**config.mk**
```make
export PLATFORM = sky130hd
export DESIGN_NAME = acs_survivor
export DESIGN_NICKNAME = d
export VERILOG_FILES = /design/src/rtl/acs_survivor.sv
export SDC_FILE = /design/constraint.sdc
export NUM_CORES = 1
export LEC_CHECK = 0
export ABC_AREA = 1
export ABC_CLOCK_PERIOD_IN_PS = 5860
export CAP_MARGIN = 20
export CORE_MARGIN = 2
export CORE_UTILIZATION = 35
export CTS_CLUSTER_DIAMETER = 60
export DETAILED_ROUTE_END_ITERATION = 7
export PLACE_DENSITY = 0.5
export SYNTH_ARGS = -nofsm -noshare
export SYNTH_HDL_FRONTEND = slang
export SYNTH_SLANG_ARGS = --single-unit
```
**constraint.sdc**
```tcl
create_clock -name clk -period 5.86 [get_ports clk]
set_input_delay 1.758 -clock clk [delete_from_list [all_inputs] [get_ports clk]]
set_output_delay 1.758 -clock clk [all_outputs]
set_load 0.02 [all_outputs]
```
**src/rtl/acs_survivor.sv**
```systemverilog
// Add-compare-select unit with survivor memory for a hard-decision Viterbi decoder.
// One trellis state is updated per cycle; a completed step is committed as one
// survivor column and the metrics are renormalised so their minimum is zero.
module acs_survivor #(
  parameter int unsigned M   = 2,
  parameter int unsigned D   = 6,
  parameter int unsigned PMW = 8,
  parameter logic [M:0]  G0  = 3'b111,
  parameter logic [M:0]  G1  = 3'b101
) (
  input  logic         clk,
  input  logic         rst_n,
  input  logic         sym_valid,
  input  logic [1:0]   sym,
  input  logic         sym_last,
  output logic         sym_ready,
  output logic [2:0]   wr_ptr,
  output logic [M-1:0] s_end,
  output logic         tb_start,
  output logic         force_state0,
  input  logic [2:0]   tb_time,
  input  logic [M-1:0] tb_state,
  output logic         tb_surv_bit
);

  localparam int unsigned    S       = 1 << M;
  localparam logic [PMW-1:0] PM_INIT = {2'b01, {(PMW-2){1'b0}}};
  localparam logic [PMW-1:0] PM_MAX  = '1;
  localparam logic [2:0]     D_LAST  = 3'(D - 1);
  localparam logic [3:0]     D_FILL  = 4'(D);

  typedef enum logic [1:0] {IDLE, ACS, FIN} state_t;

  state_t         state;
  logic [M-1:0]   j;
  logic [1:0]     sym_q;
  logic           last_q;
  logic [3:0]     fill;
  logic [PMW-1:0] pm    [S];
  logic [PMW-1:0] pm_sh [S];
  logic [S-1:0]   stage;
  logic [S-1:0]   mem   [D];

  logic [M-1:0]   p0, p1;
  logic [M:0]     r0, r1;
  logic [1:0]     bm0, bm1;
  logic [PMW:0]   sum0, sum1;
  logic [PMW-1:0] cand0, cand1, best;
  logic           sel1;
  logic [PMW-1:0] pm_min;
  logic [M-1:0]   pm_arg;
  logic [2:0]     wp_next;
  logic [3:0]     fill_inc;

  // Branch metrics and compare-select for the state j being updated this cycle
  always_comb begin
    p0    = {1'b0, j[M-1:1]};
    p1    = {1'b1, j[M-1:1]};
    r0    = {p0, j[0]};
    r1    = {p1, j[0]};
    bm0   = {1'b0, sym_q[1] ^ (^(r0 & G0))} + {1'b0, sym_q[0] ^ (^(r0 & G1))};
    bm1   = {1'b0, sym_q[1] ^ (^(r1 & G0))} + {1'b0, sym_q[0] ^ (^(r1 & G1))};
    sum0  = {1'b0, pm[p0]} + {{(PMW-1){1'b0}}, bm0};
    sum1  = {1'b0, pm[p1]} + {{(PMW-1){1'b0}}, bm1};
    cand0 = sum0[PMW] ? PM_MAX : sum0[PMW-1:0];
    cand1 = sum1[PMW] ? PM_MAX : sum1[PMW-1:0];
    sel1  = (cand1 < cand0);
    best  = sel1 ? cand1 : cand0;
  end

  // Minimum and lowest-index argmin of the freshly computed metrics
  always_comb begin
    pm_min = pm_sh[0];
    pm_arg = '0;
    for (int unsigned i = 1; i < S; i++) begin
      if (pm_sh[i] < pm_min) begin
        pm_min = pm_sh[i];
        pm_arg = M'(i);
      end
    end
    wp_next  = (wr_ptr == D_LAST) ? 3'd0 : wr_ptr + 3'd1;
    fill_inc = (fill == D_FILL) ? D_FILL : fill + 4'd1;
  end

  // Sequencing: symbol acceptance, per-state ACS stepping, commit bookkeeping
  always_ff @(posedge clk or negedge rst_n) begin
    if (!rst_n) begin
      state        <= IDLE;
      j            <= '0;
      sym_q        <= '0;
      last_q       <= 1'b0;
      sym_ready    <= 1'b1;
      wr_ptr       <= D_LAST;
      s_end        <= '0;
      tb_start     <= 1'b0;
      force_state0 <= 1'b0;
      fill         <= '0;
    end else begin
      tb_start     <= 1'b0;
      force_state0 <= 1'b0;
      case (state)
        IDLE: begin
          if (sym_valid && sym_ready) begin
            sym_q     <= sym;
            last_q    <= sym_last;
            j         <= '0;
            sym_ready <= 1'b0;
            state     <= ACS;
          end
        end
        ACS: begin
          j <= j + M'(1);
          if (j == '1) state <= FIN;
        end
        FIN: begin
          state     <= IDLE;
          sym_ready <= 1'b1;
          wr_ptr    <= wp_next;
          tb_start  <= (fill_inc == D_FILL) || last_q;
          if (last_q) begin
            s_end        <= '0;
            force_state0 <= 1'b1;
            fill         <= '0;
          end else begin
            s_end <= pm_arg;
            fill  <= fill_inc;
          end
        end
        default: state <= IDLE;
      endcase
    end
  end

  // Path metrics: shadow writes during ACS, normalised swap (or frame restart) in FIN
  always_ff @(posedge clk or negedge rst_n) begin
    if (!rst_n) begin
      for (int unsigned i = 0; i < S; i++) begin
        pm[i]    <= (i == 0) ? '0 : PM_INIT;
        pm_sh[i] <= '0;
      end
      stage <= '0;
    end else begin
      if (state == ACS) begin
        pm_sh[j] <= best;
        stage[j] <= sel1;
      end else if (state == FIN) begin
        for (int unsigned i = 0; i < S; i++) begin
          if (last_q) pm[i] <= (i == 0) ? '0 : PM_INIT;
          else        pm[i] <= pm_sh[i] - pm_min;
        end
      end
    end
  end

  // Survivor memory: one column committed per completed step
  always_ff @(posedge clk or negedge rst_n) begin
    if (!rst_n) begin
      for (int unsigned i = 0; i < D; i++) mem[i] <= '0;
    end else if (state == FIN) begin
      mem[wp_next] <= stage;
    end
  end

  // Combinational survivor read; out-of-range columns read as zero
  always_comb begin
    tb_surv_bit = 1'b0;
    if ({1'b0, tb_time} < D_FILL) tb_surv_bit = mem[tb_time][tb_state];
  end

endmodule

```
# Word-level counts from Yosys, hierarchy flattened
# Cells that the tools add are included.
[word_totals] out_inout_bits=9 ff_bits=111
[classes] mux=48 n_lt_le_gt_ge=15 n_eq_ne=8 n_addsub=11 n_bitwise=10 reduce_logical=17
[ops] operator="$mux W8" n=15
[ops] operator="$bmux W8 S2" n=2
[ops] operator="$bwmux W32" n=1
[ops] operator="$lt A8 B8 Y1" n=4
[ops] operator="$sub A8 B8 Y8" n=4
[ops] operator="$bwmux W24" n=1
[ops] operator="$mux W4" n=5
[ops] operator="$add A8 B2 Y9" n=2
[ops] operator="$demux W8 S2" n=1
[ops] operator="$bmux W4 S3" n=1
[ops] operator="$demux W4 S3" n=1
[ops] operator="$mux W2" n=6
[ops] operator="$reduce_xor A3 Y1" n=4
[ops] operator="$reduce_and A2 Y1" n=5
[ops] operator="$ge A3 B3 Y1 const B" n=3
[ops] operator="$eq A4 B3 Y1 const B" n=2
[ops] operator="$ge A4 B4 Y1 const B" n=2
[ops] operator="$mux W1" n=8
[ops] operator="$not A3 Y4" n=2
[ops] operator="$pmux W2 S2" n=2
[ops] operator="$lt A2 B3 Y1 const B" n=2
[ops] operator="$not A2 Y3" n=2
[ops] operator="$add A1 B1 Y2" n=2
[ops] operator="$add A4 B1 Y4 const B" n=1
[ops] operator="22 further kinds" n=31

# Depth between registers and ports, before layout
# Gate-level depths: netlist of the first run.
[depth] ltp_word=9 depth_mapped=43 mapped_depth_nobuf=42

# Worst setup path after synthesis of the first run
# No wires, ideal clock.
[synth_path] path_type="register to register" from="register pm_sh[23] (netlist name)" to="register pm[6] (netlist name)" path_stages_with_launch=36 period_less_slack_ns=6.106 t_required_ns=5.788 path_slack_ns=-0.246 setup_time_ns=0.072 arrival_time_ns=6.034 cell_sequence="dfrtp_1 > ha_1 > nand2_1 > inv_1 > nor2_1 > o21a_1 > nand2_4 > clkbuf_1 > o21ai_0 > ha_1 > a21oi_1 > nor2_1 > a211oi_1 > nand2_4 > buf_2 > nand2_1 > o21a_1 > inv_1 > ha_1 > a21oi_1 > nor2_1 > a211oi_2 > nand2_8 > buf_4 > o21ai_0 > ha_1 > inv_1 > ha_1 > a21oi_1 > inv_1 > nand3_1 > nand3_1 > nand2_1 > nand3_1 > nand2_1 > inv_1"
[synth_via] elab_chain_len=8
[synth_rtl] item="start, declared" line_no="40" text="logic [PMW-1:0] pm_sh [S];"
[synth_rtl] item="start signal, assigned by index" line_no="144" text="pm_sh[j] <= best;"
[synth_rtl] item="$lt A8 B8 Y1" line_no="76" text="if (pm_sh[i] < pm_min) begin"
[synth_rtl] item="$mux W8 *" line_no="76"
[synth_rtl] item="$lt A8 B8 Y1" line_no="76"
[synth_rtl] item="$mux W8 *" line_no="76"
[synth_rtl] item="$lt A8 B8 Y1" line_no="76"
[synth_rtl] item="$mux W8 *" line_no="76"
[synth_rtl] item="$sub A8 B8 Y8 *" line_no="149" text="else pm[i] <= pm_sh[i] - pm_min;"
[synth_rtl] item="$mux W8 *" line_no="148" text="if (last_q) pm[i] <= (i == 0) ? '0 : PM_INIT;"
[synth_rtl] item="end signal, assigned by index" line_no="138" text="pm[i] <= (i == 0) ? '0 : PM_INIT;"
[synth_rtl] item="end signal, assigned by index" line_no="148"
[synth_rtl] item="end signal, assigned by index" line_no="149"
[synth_rtl] item="end, declared" line_no="39" text="logic [PMW-1:0] pm [S];"
# Mark *: on every way between the ends. The rest lies on a longest branch, timed or not.
# A chain may end at the register's enable or synchronous reset.

# Worst setup path after layout of the first run
[layout_path] from="input port tb_time[0]" to="output port tb_surv_bit"
[layout_via] elab_chain_len=7
[layout_rtl] item="start, declared" line_no="21" text="input logic [2:0] tb_time,"
[layout_rtl] item="$not A3 Y4 (not written as such)" line_no="167" text="if ({1'b0, tb_time} < D_FILL) tb_surv_bit = mem[tb_time][tb_state];"
[layout_rtl] item="$bmux W4 S3" line_no="167"
[layout_rtl] item="$mux W4 (not written as such) (2 in series)" line_no="167"
[layout_rtl] item="$bmux W1 S2" line_no="167"
[layout_rtl] item="$mux W1 (not written as such)" line_no="167"
[layout_rtl] item="$mux W1 *" line_no="167"
[layout_rtl] item="end, declared" line_no="23" text="output logic tb_surv_bit"
# Mark *: on every way between the ends. The rest lies on a longest branch, timed or not. The select of a mux whose other input is x is not followed.

==> metrics.txt, run 1 <==
outcome completed; path depth of the worst reg2reg path 37; clk buf depth 2; Synth area leader dfrtp_1; Max Freq ~180 MHz; Final Cell Area roughly 0.0086 mm²; post-DP HPWL 17000 µm; number of I/O pins 20; first-pass GRT wire length 36100 µm; Total GRT Usage between 10% and 20%; via count slightly below 7000; DR vias/cell 4.95; Worst Path Arrival about 3.8 ns; syn nets around 1100; Slew @ Worst Pin just under 0.8 ns; Routed Antenna Nets 0; Reg clk slew, reported paths around 0.080 ns; drt drc 0; Initial Util a little over a third; number of antenna violations at the first check in global routing 0; Core Area 0.0216 mm²; Worst-Skew Late Latency about 0.36 ns; Setup violations, final 0; slew margin rel. a little under half; DRT Pass-1 Iters 5; required time of the critical path between 4 and 5 ns; TritonCTS Sinks 111; Post-Syn Instances 1072; Die Area 0.0231 mm²; top cells by area, synth dfrtp_1, nand2_1, ha_1, o21ai_0, inv_1; HP Class reg2reg; die width approximately 150 µm; CTS tree built; largest net degree at the start of global routing 58; FF+latch area 0.00279 mm²; n_diodes 0; CTS Buf Count 9; Placed Cells 1367; #FFs+latches synth 111; final hold vios 0; Slew Viols, Final 0; Syn. warnings 0; register area share after synthesis 36.4%; Post-Place Cell Area around 0.0082 mm²; crit end category output port; Routed wire per std cell between 15 and 20 µm; DRT iter0 DRCs roughly 500; crit path launch type input pin; Placer Congestion 0.919; Nets around 1200; Core Rows 54; fin crit share a little over nine tenths; worst-path fanout max 12; Area Growth Syn to Fin 12.2%; H-tree depth 3; count of buffers from port buffering 19; Post-Layout Cell Count 1384; library cells used by synthesis 42; die height approximately 150 µm; Fillers 2305; Hold Crit Depth 2; top-area cell type share of the netlist area 34.4%; vias in the first global route between 6000 and 7000; CTS Root Cell clkbuf_16; synthesized cell area ~0.0076 mm²; WS Path Type in2out; Worst Clk Skew roughly 0.01 ns; max-cap viol count 0; Hold WS around 0.48 ns; drt total wl between 20000 and 25000 µm; area of the multi-input gates 0.00425 mm²; clock period minus worst slack between 5 and 6 ns; global route overflow 0; share of cells above drive strength 1 between 8 and 9%; syn avg cell area a little over 7 µm²
==> cell usage after synthesis (all sizes together) <==
master  number
a211oi       5
a22o         4
fa           2
dfrtp      105
o22ai        6
or2          5
inv        143
o21ai      131
nand3b       3
nand4       11
o31ai        1
a21boi       2
dfstp        6
a31oi        2
o21a         7
nand3      105
a31o         1
a32o         1
xor2        14
clkbuf      13
and2         1
nand2      334
ha          48
a21oi       28
nor3         8
nor2        62
buf          9
o21bai       6
mux2i        5
xnor2        4
==> cell usage in the layout (no fill, tap or decap), types with 7 or more instances in the layout <==
cell	count
o21ai_1	13
clkdlybuf4s50_1	18
o21ai_0	113
clkbuf_16	9
dfrtp_1	105
nand3_1	101
o21a_1	7
inv_1	138
nand4_1	11
nor3_1	8
nand2_1	308
nand2_2	20
nor2_1	58
xor2_1	14
ha_1	48
a21oi_1	28
buf_4	18
==> per-stage QoR <==
stage,worst slack [ns],utilization [%],TNS (ns)
after global placement,0.240,38.1,0
after floorplan,0.116,-,0
final,0.293,39.7,0
after global routing,-0.0157,39.7,-0.0157
after CTS,0.237,39.5,0
after detailed placement,0.251,38.1,0
==> path summary, 6_finish.rpt <==
path | slack (ns) | start | end
worst max-delay path | 0.29 | tb_time[0] | tb_surv_bit
worst min-delay path | 0.48 | pm[21]$_DFFE_PN0P_ | pm[21]$_DFFE_PN0P_
worst max register to register | 0.54 | pm_sh[23]$_DFFE_PN0P_ | pm[22]$_DFFE_PN1P_
worst min register to register | 0.48 | pm[21]$_DFFE_PN0P_ | pm[21]$_DFFE_PN0P_
max in group asynchronous | 3.57 | rst_n | pm[22]$_DFFE_PN1P_
min in group asynchronous | 1.45 | rst_n | mem[20]$_DFFE_PN0P_
==> sequential cells by signal, indices dropped and copies added, names as in the netlist <==
register	cells
j	2
state	2
stage	4
tb_start	1
sym_q	2
mem	24
fill	4
last_q	1
pm	32
force_state0	1
wr_ptr	3
sym_ready	1
s_end	2
pm_sh	32
==> worst max-delay path, cell delays in order <==
cell	delay, ns
clkdlybuf4s50_1	0.53
buf_4	0.20
nand2_1	0.07
nand3_1	0.09
a21oi_1	0.08
o31ai_1	0.21
o21ai_0	0.11
a21oi_1	0.14
clkdlybuf4s50_1	0.62
==> kinds of logic (layout without fill, tap and decap cells) <==
family	after synthesis	after routing	share of synthesized area (%)
xor+xnor	18	18	2.06
fa+ha+maj	50	50	8.38
mux	5	5	0.654
flops	111	111	36.4
compound gates	194	194	14.0
simple gates	529	529	30.2
buf+inv	165	197	8.31
==> timing repair <==
item / 4_1_cts / 5_1_grt
setup buffers: 0 / 1
hold endpoints to repair: 0 / 0
hold buffers: 0 / 0
resized for setup: 0 / 10
setup endpoints to repair: 0 / 11
==> metal layers <==
layer | up-vias | wire length [µm] | part of all wire (%) | track usage (%)
met5 | - | 0 | 0 | 0
met4 | 0 | 307 | 1.4 | 4.63
met3 | 21 | 821 | 3.7 | 2.80
met2 | 131 | 9880 | 45 | 31.2
met1 | 3155 | 11100 | 50 | 28.1
li1 | 3541 | - | - | -
==> cell type report <==
| type | instances | area share (%) |
|---|---|---|
| clock buffer | 10 | 2.67 |
| timing repair buffer | 38 | 4.04 |
| clock inverter | 6 | 0.890 |
| tap | 280 | 4.08 |
| inverter | 143 | 6.30 |
| sequential | 111 | 32.5 |
| multi-input combinational | 796 | 49.6 |
Power of run 1 is not shown: default switching activity piles up to over one toggle a cycle in this logic, so the estimate is an artifact.
==> inputs of run 2 (changes only) <==
Settings changed: CORE_MARGIN 2 to 5, CTS_BUF_LIST set to sky130_fd_sc_hd__clkbuf_16, SLEW_MARGIN set to 10.
==> run 2 against run 1 <==
- worst hold slack worse by 0.0030 ns
- critical endpoint unchanged
- sequential share of layout area is 0.19 points lower
- global-route usage down 1.5 points
- clock skew increased by 0.0011 ns
- largest cell class unchanged
- die area grew 8.1%
- cell count rose by 0.22%
- critical path depth is the same
- flip-flop and latch count stayed put
==> metrics.txt, run 2 (synthesized netlist as in run 1, its figures left out) <==
path depth of the worst reg2reg path 38 (was 37); outcome completed (unchanged); Die Area 0.0249 mm² (was 0.0231 mm²); Core Area 0.0217 mm² (was 0.0216 mm²); met1 usage 26.0% (was 28.1%); Slew @ Worst Pin 0.728 ns (was 0.779 ns); clock period minus worst slack 5.56 ns (was 5.57 ns); TNS Setup 0 ns (unchanged); drt drc 0 (unchanged); Routed Antenna Nets 0 (unchanged); number of I/O pins 20 (unchanged); Hold Crit Depth 2 (unchanged); slew margin rel. 51.0% (was 47.7%); share of cells above drive strength 1 8.58% (was 8.33%); met2 Resource Use GR 28.6% (was 31.2%); HP Class reg2reg (unchanged); worst-path fanout max 12 (unchanged); Worst Clk Skew 0.0114 ns (was 0.0103 ns); Setup violations, final 0 (unchanged); Placer Congestion 0.865 (was 0.919); fin crit share 94.9% (was 95.0%); Core Rows 54 (unchanged); max-cap viol count 0 (unchanged); Total GRT Usage 18.1% (was 19.6%); clk buf depth 2 (unchanged); die height 158 µm (was 152 µm); count of buffers from port buffering 19 (unchanged); biggest regs pm x32, pm_sh x32, mem x24 (unchanged); most frequent cells in the layout nand2_1, inv_1, o21ai_0, dfrtp_1, nand3_1 (unchanged); Nets 1163 (was 1160); TritonCTS Sinks 111 (unchanged); required time of the critical path 4.10 ns (about the same); Reg clk slew, reported paths 0.08 ns (about the same); Slew Viols, Final 0 (unchanged); DR vias/cell 4.90 (was 4.95); largest net degree at the start of global routing 45 (was 58); crit end category output port (unchanged); number of antenna violations at the first check in global routing 0 (unchanged); Routed wire per std cell 15.4 µm (was 16.0 µm); vias in the first global route 6555 (was 6578); post-DP HPWL 16800 µm (was 17000 µm); R2R setup slack 0.58 ns (was 0.54 ns); drt total wl 21300 µm (was 22100 µm); H-tree depth 3 (unchanged); WS Path Type in2out (unchanged); CTS tree built (unchanged); Max Freq 180 MHz (about the same); DRT iter0 DRCs 415 (was 487); global route overflow 0 (unchanged); final hold vios 0 (unchanged); Area Growth Syn to Fin 12.8% (was 12.2%); Worst-Skew Late Latency 0.36 ns (about the same); Worst Path Arrival 3.80 ns (was 3.81 ns); die width 158 µm (was 152 µm); n_diodes 0 (unchanged); layer with the highest usage met2 (unchanged); DRT Pass-1 Iters 4 (was 5); most common cell after layout, fill and taps aside nand2_1 (unchanged); CTS Buf Count 9 (unchanged); via count 6799 (was 6848); crit path launch type input pin (unchanged); unrepaired setup endpoints after global routing no; Initial Util 35.3% (was 35.4%); met3 usage in global routing 3.39% (was 2.80%); CTS Root Cell clkbuf_16 (unchanged); first-pass GRT wire length 35300 µm (was 36100 µm)
run 2: cell types whose count changed in the layout (fill, tap and decap cells not counted), sizes merged:
| cell | before | now |
|---|---|---|
| buf | 20 | 23 |
| bufinv | 1 | 0 |
| clkbuf | 10 | 9 |
| clkinv | 2 | 4 |
| clkinvlp | 1 | 0 |
| inv | 145 | 146 |
run 2: path summary, 6_finish.rpt:
path | from | endpoint
worst min register to register | pm[20]$_DFFE_PN0P_ | pm[20]$_DFFE_PN0P_
worst max register to register | pm_sh[27]$_DFFE_PN0P_ | pm[14]$_DFFE_PN1P_
min in group asynchronous | rst_n | pm[7]$_DFFE_PN0P_
worst min-delay path | pm[20]$_DFFE_PN0P_ | pm[20]$_DFFE_PN0P_
max in group asynchronous | rst_n | pm[22]$_DFFE_PN1P_
worst max-delay path | tb_time[0] | tb_surv_bit
run 2: cell type report:
| type | count | area [µm²] |
|---|---|---|
| clock buffer | 9 | 225 |
| multi-input combinational | 796 | 4260 |
| clock inverter | 7 | 91.3 |
| timing repair buffer | 41 | 380 |
| inverter | 143 | 537 |
| fill | 2270 | 13100 |
| sequential | 111 | 2790 |
| tap | 280 | 350 |
run 2: timing repair:
action / in CTS / in global routing
setup buffers: 0 / 4
setup endpoints to repair: 0 / 17
hold buffers: 0 / 0
gates resized for setup: 0 / 11
run 2: worst max-delay path, stage by stage:
cell and delay, ns:
clkdlybuf4s50_1 0.42, inv_1 0.29, nand2_1 0.12, nand3_1 0.09, a21oi_1 0.07, o31ai_1 0.22
o21ai_0 0.11, a21oi_1 0.12, clkdlybuf4s50_1 0.61
run 2: per-stage QoR:
stage / cells / setup WS, ns / area, µm² / utilization (%) / hold slack (ns)
2_1_floorplan: 1072 / 0.116 / 7660 / - / 0.442
3_3_place_gp: 1366 / 0.284 / 8230 / 37.9 / 0.459
3_5_place_dp: 1367 / 0.291 / 8250 / 38.1 / 0.460
4_1_cts: 1383 / 0.278 / 8570 / 39.5 / 0.481
5_1_grt: 1387 / 0.00630 / 8630 / 39.8 / 0.511
6_report: 1387 / 0.299 / 8630 / 39.8 / 0.477
run 2: routing by layer:
metal / part of all wire [%] / wire (µm) / vias up
met1: 51 / 10800 / 3152
met4: 1.0 / 218 / 0
li1: - / - / 3547
met2: 44 / 9470 / 89
met5: 0 / 0 / -
met3: 3.8 / 817 / 11
Power of run 2 is left out for the same reason.
